`config.mk`:
```
export PLATFORM = sky130hd
export DESIGN_NAME = sram_port_arbiter
export DESIGN_NICKNAME = d
export VERILOG_FILES = /design/src/rtl/sram_port_arbiter_pkg.sv /design/src/rtl/sram_port_arbiter_arb_pick.sv /design/src/rtl/sram_port_arbiter.sv
export SDC_FILE = /design/constraint.sdc
export NUM_CORES = 1
export LEC_CHECK = 0
export BUFFER_PORTS_ARGS = -buffer_cell sky130_fd_sc_hd__buf_2
export CAP_MARGIN = 20
export CORE_ASPECT_RATIO = 1.75
export CORE_UTILIZATION = 40
export CTS_CLUSTER_DIAMETER = 150
export CTS_CLUSTER_SIZE = 28
export DETAILED_ROUTE_END_ITERATION = 7
export GPL_ROUTABILITY_DRIVEN = 1
export GPL_TIMING_DRIVEN = 0
export PLACE_DENSITY = 0.74
export SETUP_SLACK_MARGIN = 0.3
export SKIP_LAST_GASP = 1
export SLEW_MARGIN = 5
export SYNTH_ARGS = -nofsm -noshare
export SYNTH_HDL_FRONTEND = slang
export SYNTH_SLANG_ARGS = --single-unit
```
`constraint.sdc`:
```
create_clock -name clk -period 5.25 [get_ports clk]
set_clock_uncertainty 0.05 [all_clocks]
set_input_delay 1.05 -clock clk [delete_from_list [all_inputs] [get_ports clk]]
set_output_delay 1.05 -clock clk [all_outputs]
set_load 0.005 [all_outputs]
```
`src/rtl/sram_port_arbiter_pkg.sv`:
```
// Shared encodings for the IF/MEM SRAM port arbiter: FSM states, owner tag and
// the stall-request pair handed to CTRL.
package sram_port_arbiter_pkg;

  typedef enum logic [1:0] {
    ST_IDLE  = 2'd0,
    ST_ISSUE = 2'd1,
    ST_WAIT  = 2'd2,
    ST_RESP  = 2'd3
  } arb_state_t;

  typedef enum logic {
    OWN_INST = 1'b0,
    OWN_DATA = 1'b1
  } owner_t;

  localparam int WORD_W         = 32;
  localparam int WEN_W          = 4;
  localparam int STALLREQ_W     = 2;
  localparam int STALL_INST_BIT = 0;
  localparam int STALL_DATA_BIT = 1;

  function automatic logic [STALLREQ_W-1:0] pack_stallreq(input logic inst_s,
                                                          input logic data_s);
    return {data_s, inst_s};
  endfunction

endpackage

```
`src/rtl/sram_port_arbiter_arb_pick.sv`:
```
// Fair-priority picker: data beats inst unless inst has waited through
// DATA_RUN_MAX consecutive data grants. Purely combinational.
module sram_port_arbiter_arb_pick
  import sram_port_arbiter_pkg::*;
#(
  parameter int DATA_RUN_MAX = 4,
  parameter int CNT_W        = 3
) (
  input  logic             inst_req,
  input  logic             data_req,
  input  logic [CNT_W-1:0] run_cnt,
  output logic             grant,
  output owner_t           grant_owner,
  output logic [CNT_W-1:0] run_cnt_nxt
);

  localparam logic [CNT_W-1:0] RUN_MAX_C = CNT_W'(DATA_RUN_MAX);

  always_comb begin
    grant       = inst_req | data_req;
    grant_owner = OWN_DATA;
    run_cnt_nxt = run_cnt;
    if (inst_req && (!data_req || run_cnt == RUN_MAX_C)) begin
      grant_owner = OWN_INST;
    end
    // The run only counts data grants that made a waiting fetch wait longer.
    if (grant) begin
      if (!inst_req || grant_owner == OWN_INST) begin
        run_cnt_nxt = '0;
      end else if (run_cnt != RUN_MAX_C) begin
        run_cnt_nxt = run_cnt + 1'b1;
      end
    end
  end

endmodule

```
`src/rtl/sram_port_arbiter.sv`:
```
// Shares the single-ported SRAM between instruction fetch and data access,
// one outstanding req/addr_ok/data_ok transaction at a time.
module sram_port_arbiter
  import sram_port_arbiter_pkg::*;
#(
  parameter int DATA_RUN_MAX = 4,
  parameter int ADDR_W       = 32
) (
  input  logic              clk,
  input  logic              rst,
  input  logic              inst_req,
  input  logic [ADDR_W-1:0] inst_addr,
  output logic [31:0]       inst_rdata,
  output logic              inst_rvalid,
  input  logic              data_req,
  input  logic [3:0]        data_wen,
  input  logic [ADDR_W-1:0] data_addr,
  input  logic [31:0]       data_wdata,
  output logic [31:0]       data_rdata,
  output logic              data_rvalid,
  output logic              mem_req,
  output logic [3:0]        mem_wen,
  output logic [ADDR_W-1:0] mem_addr,
  output logic [31:0]       mem_wdata,
  input  logic              mem_addr_ok,
  input  logic              mem_data_ok,
  input  logic [31:0]       mem_rdata,
  output logic              stallreq_inst,
  output logic              stallreq_data
);

  localparam int CNT_W = (DATA_RUN_MAX < 1) ? 1 : $clog2(DATA_RUN_MAX + 1);

  arb_state_t              state;
  owner_t                  owner;
  owner_t                  grant_owner;
  logic                    grant;
  logic [CNT_W-1:0]        run_cnt;
  logic [CNT_W-1:0]        run_cnt_nxt;
  logic                    complete;
  logic [STALLREQ_W-1:0]   stall_bus;

  sram_port_arbiter_arb_pick #(
    .DATA_RUN_MAX (DATA_RUN_MAX),
    .CNT_W        (CNT_W)
  ) u_pick (
    .inst_req    (inst_req),
    .data_req    (data_req),
    .run_cnt     (run_cnt),
    .grant       (grant),
    .grant_owner (grant_owner),
    .run_cnt_nxt (run_cnt_nxt)
  );

  // Accept and completion in the same ISSUE cycle skips WAIT entirely.
  assign complete = (state == ST_ISSUE && mem_addr_ok && mem_data_ok) ||
                    (state == ST_WAIT  && mem_data_ok);

  always_ff @(posedge clk or posedge rst) begin
    if (rst) begin
      state       <= ST_IDLE;
      owner       <= OWN_INST;
      run_cnt     <= '0;
      mem_req     <= 1'b0;
      mem_wen     <= '0;
      mem_addr    <= '0;
      mem_wdata   <= '0;
      inst_rdata  <= '0;
      data_rdata  <= '0;
      inst_rvalid <= 1'b0;
      data_rvalid <= 1'b0;
    end else begin
      inst_rvalid <= 1'b0;
      data_rvalid <= 1'b0;

      if (complete) begin
        if (owner == OWN_INST) begin
          inst_rdata  <= mem_rdata;
          inst_rvalid <= 1'b1;
        end else begin
          data_rdata  <= mem_rdata;
          data_rvalid <= 1'b1;
        end
      end

      case (state)
        ST_IDLE: begin
          if (grant) begin
            owner   <= grant_owner;
            run_cnt <= run_cnt_nxt;
            mem_req <= 1'b1;
            state   <= ST_ISSUE;
            if (grant_owner == OWN_INST) begin
              mem_addr  <= inst_addr;
              mem_wen   <= '0;
              mem_wdata <= '0;
            end else begin
              mem_addr  <= data_addr;
              mem_wen   <= data_wen;
              mem_wdata <= data_wdata;
            end
          end
        end
        ST_ISSUE: begin
          if (mem_addr_ok) begin
            mem_req <= 1'b0;
            state   <= mem_data_ok ? ST_RESP : ST_WAIT;
          end
        end
        ST_WAIT: begin
          if (mem_data_ok) begin
            state <= ST_RESP;
          end
        end
        // RESP never grants: the finishing requester still holds its stale req.
        ST_RESP: begin
          state <= ST_IDLE;
        end
        default: begin
          state <= ST_IDLE;
        end
      endcase
    end
  end

  // Stall drops on the rvalid cycle so the pipeline consumes data on that edge.
  assign stall_bus     = pack_stallreq(inst_req & ~inst_rvalid,
                                       data_req & ~data_rvalid);
  assign stallreq_inst = stall_bus[STALL_INST_BIT];
  assign stallreq_data = stall_bus[STALL_DATA_BIT];

endmodule

```
==> qor.yml <==
critical_path:
  max_stage_delay_ns: 0.17
  worst_path_most_repeated_cell: "buf_2"
  worstSetupPathType: "input port to output pin"
  crit_arrival_ns: 1.48
  worstPathMaxFanout: 7
  critPathSlowestCell: "buf_2"
  crit_path_end_kind: "output pin"
  worstSetupStartpointType: "input port"
  crit_family: "buffers and inverters"
  cp_cell_sequence: "buf_2, nor2b_1, buf_2"
  crit_required_ns: 4.15
  path_buf_inv: 2
placed_design:
  place.gp.congestion: 0.847
  place_hpwl_um: 11800
  placed_area_um2: 7420
  io_buffers: 274
  dpl_worst_slack_ns: 2.67
cts:
  cts_tree: "built"
  path_clk_slew_ns: 0.06
  clock_tree.buffer_depth: 2
  cts.htree.levels: 4
  cts_setup_buffers: 0
  insertion_delay_ns: 0.40
  root_buffer: "clkbuf_16"
  ctsHoldBuffers: 0
  cts.sinks: 141
  cts_made_buffers: 17
  cts-resized-gates: 0
synth:
  synth_top_area_cell: "dfrtp_1"
  avgSynthCellArea_um2: 11.1
  ys_ff_latch: 141
  synth_edf_count: 0
  synth-async-reset-ratio: 1.00
  synth.area.top_cells: "dfrtp_1, mux2_2, nand2_1"
  synthCells: 522
  yosysWarnings: 0
  seq_area_frac_synth: 0.609
  synth_ff_type: "dfrtp_1"
  synth_area_um2: 5790
  synth_top_area_share: 0.609
  syn_nets: 665
  ys_types: 29
drt:
  drt-pass1-iter-count: 4
  vias_per_cell: 4.85
  drtAntennaViolNets: 0
  wirelength_um: 15500
  wl_per_cell_um: 15.4
  drc: 0
  drtIter0Drc: 221
  dr_total_vias: 4879
sta:
  setup_slack_ns: 2.67
  rsz0062_at_grt: "false"
  finalMaxSlewViolations: 0
  finalSetupViolations: 0
  tns_ns: 0
  final_hold_viol_count: 0
  tightestPinTransition_ns: 0.588
  period_needed_ns: 2.58
  slew_headroom: 0.608
  fin_crit_sh: 0.491
  clock.fmax_mhz: 388
floorplanning:
  initial_core_util: 0.415
  rows: 57
  io_pins: 275
  die_area_um2: 15000
  die_w_um: 93.0
  coreArea_um2: 14000
  die_y_um: 161
power_and_ir_drop:
  cellPowerDensity_nw_per_um2: 596
  ir_drop_v: 0.000305
  p_leak_nw: 4.19
  power.total_mw: 4.79
final_layout:
  final_nets: 959
  antenna_cells: 0
  layout-drive-gt1-share: 0.479
  mostFrequentLayoutCells: "buf_2, dfrtp_1, nand2_1"
  fillers: 1318
  layout.cells.most_common: "buf_2"
  seq_area_um2: 3530
  fin_util: 0.575
  area_growth_pct: 38.7
  multiInputGateArea_um2: 2030
  fin_area_um2: 8040
min_path:
  hp-class: "flip-flop to flip-flop"
run:
  max_cap_viol_count: 0
global_route:
  grt_usage: 0.210
  use_met3: 0.0485
  grt_antenna_before_repair: 0
  met1_usage: 0.237
  grt_max_degree: 80
  grt-ovfl-total: 0
  grt_pass1_wl_um: 24400
  met2_usage: 0.381
  grt_pass1_vias: 4849
  grt.busiest_layer: "met2"
outcome:
  status: "complete, no violations"
==> cell type report <==
type	count	share of cell area
multi-input cells	340	0.253
plain buffers	32	0.0246
clock inverters	12	0.0202
clock buffers	20	0.0568
well taps	177	0.0275
flip-flops and latches	141	0.439
repair buffers	275	0.174
inverters	9	0.00482
==> worst paths after layout <==
path | startpoint | slack [ns] | cells after the start | endpoint
setup / recovery | inst_req | 2.67 | 3 | stallreq_inst
hold / removal | mem_wen[3]$_DFFE_PP0P_ | 0.41 | 2 | mem_wen[3]$_DFFE_PP0P_
setup reg to reg | state[0]$_DFFE_PP0P_ | 3.25 | 7 | mem_addr[7]$_DFFE_PP0P_
hold reg to reg | mem_wen[3]$_DFFE_PP0P_ | 0.41 | 2 | mem_wen[3]$_DFFE_PP0P_
max in group asynchronous | rst | 3.68 | 3 | mem_addr[28]$_DFFE_PP0P_
min in group asynchronous | rst | 0.67 | 2 | inst_rdata[11]$_DFFE_PP0P_
==> metrics by stage <==
| step | cells | hold WS [ns] |
|---|---|---|
| 2_1_floorplan | 522 | 0.413 |
| 3_3_place_gp | 973 | 0.394 |
| 6_report | 1006 | 0.408 |
| 3_5_place_dp | 974 | 0.400 |
| 5_1_grt | 1006 | 0.431 |
| 4_1_cts | 1006 | 0.413 |
==> cell families after synthesis <==
| family | synth area share |
|---|---|
| adders and majority gates | 0.0108 |
| and+or+nand+nor | 0.136 |
| buffers and inverters | 0.0399 |
| AOI/OAI and AO/OA | 0.0780 |
| DFF | 0.609 |
| muxes | 0.126 |
==> power by group <==
part	leakage (nW)	internal, mW	total (mW)	switching [mW]
Combinational	2.21	0.846	1.69	0.842
Clock	0.297	0.778	1.24	0.466
Sequential	1.68	1.61	1.86	0.248
Total	4.19	3.23	4.79	1.56
==> cells in the mapped netlist, types with 3 or more instances <==
master and count:
dfrtp_1 141, nand2_1 112, a21oi_1 56, mux2_2 56, nand3_1 36, nor2_1 35
buf_2 11, a21oi_2 10, clkbuf_1 10, inv_1 9, mux2_1 9, buf_6 7
ha_1 5, nor2b_1 5, o21ai_0 4, buf_4 3
==> flip-flops by register name, summed over array words and instances (netlist names) <==
signal / count
mem_wen: 4
state: 2
data_rvalid: 1
inst_rdata: 32
mem_wdata: 32
run_cnt: 3
mem_addr: 32
mem_req: 1
owner: 1
inst_rvalid: 1
data_rdata: 32
==> metal layers <==
layer | share of wire | up-vias | routed length, um
met2 | 0.55 | 175 | 8520
li1 | - | 2334 | -
met1 | 0.37 | 2348 | 5770
met5 | 0 | - | 0
met4 | 0.021 | 0 | 323
met3 | 0.058 | 22 | 894
==> worst min-delay path, cell delays in order, from the launching register on <==
cell	delay, ns
dfrtp_1	0.33
nand2_1	0.05
nand2_1	0.04
Power figures use the tool's default switching activity.
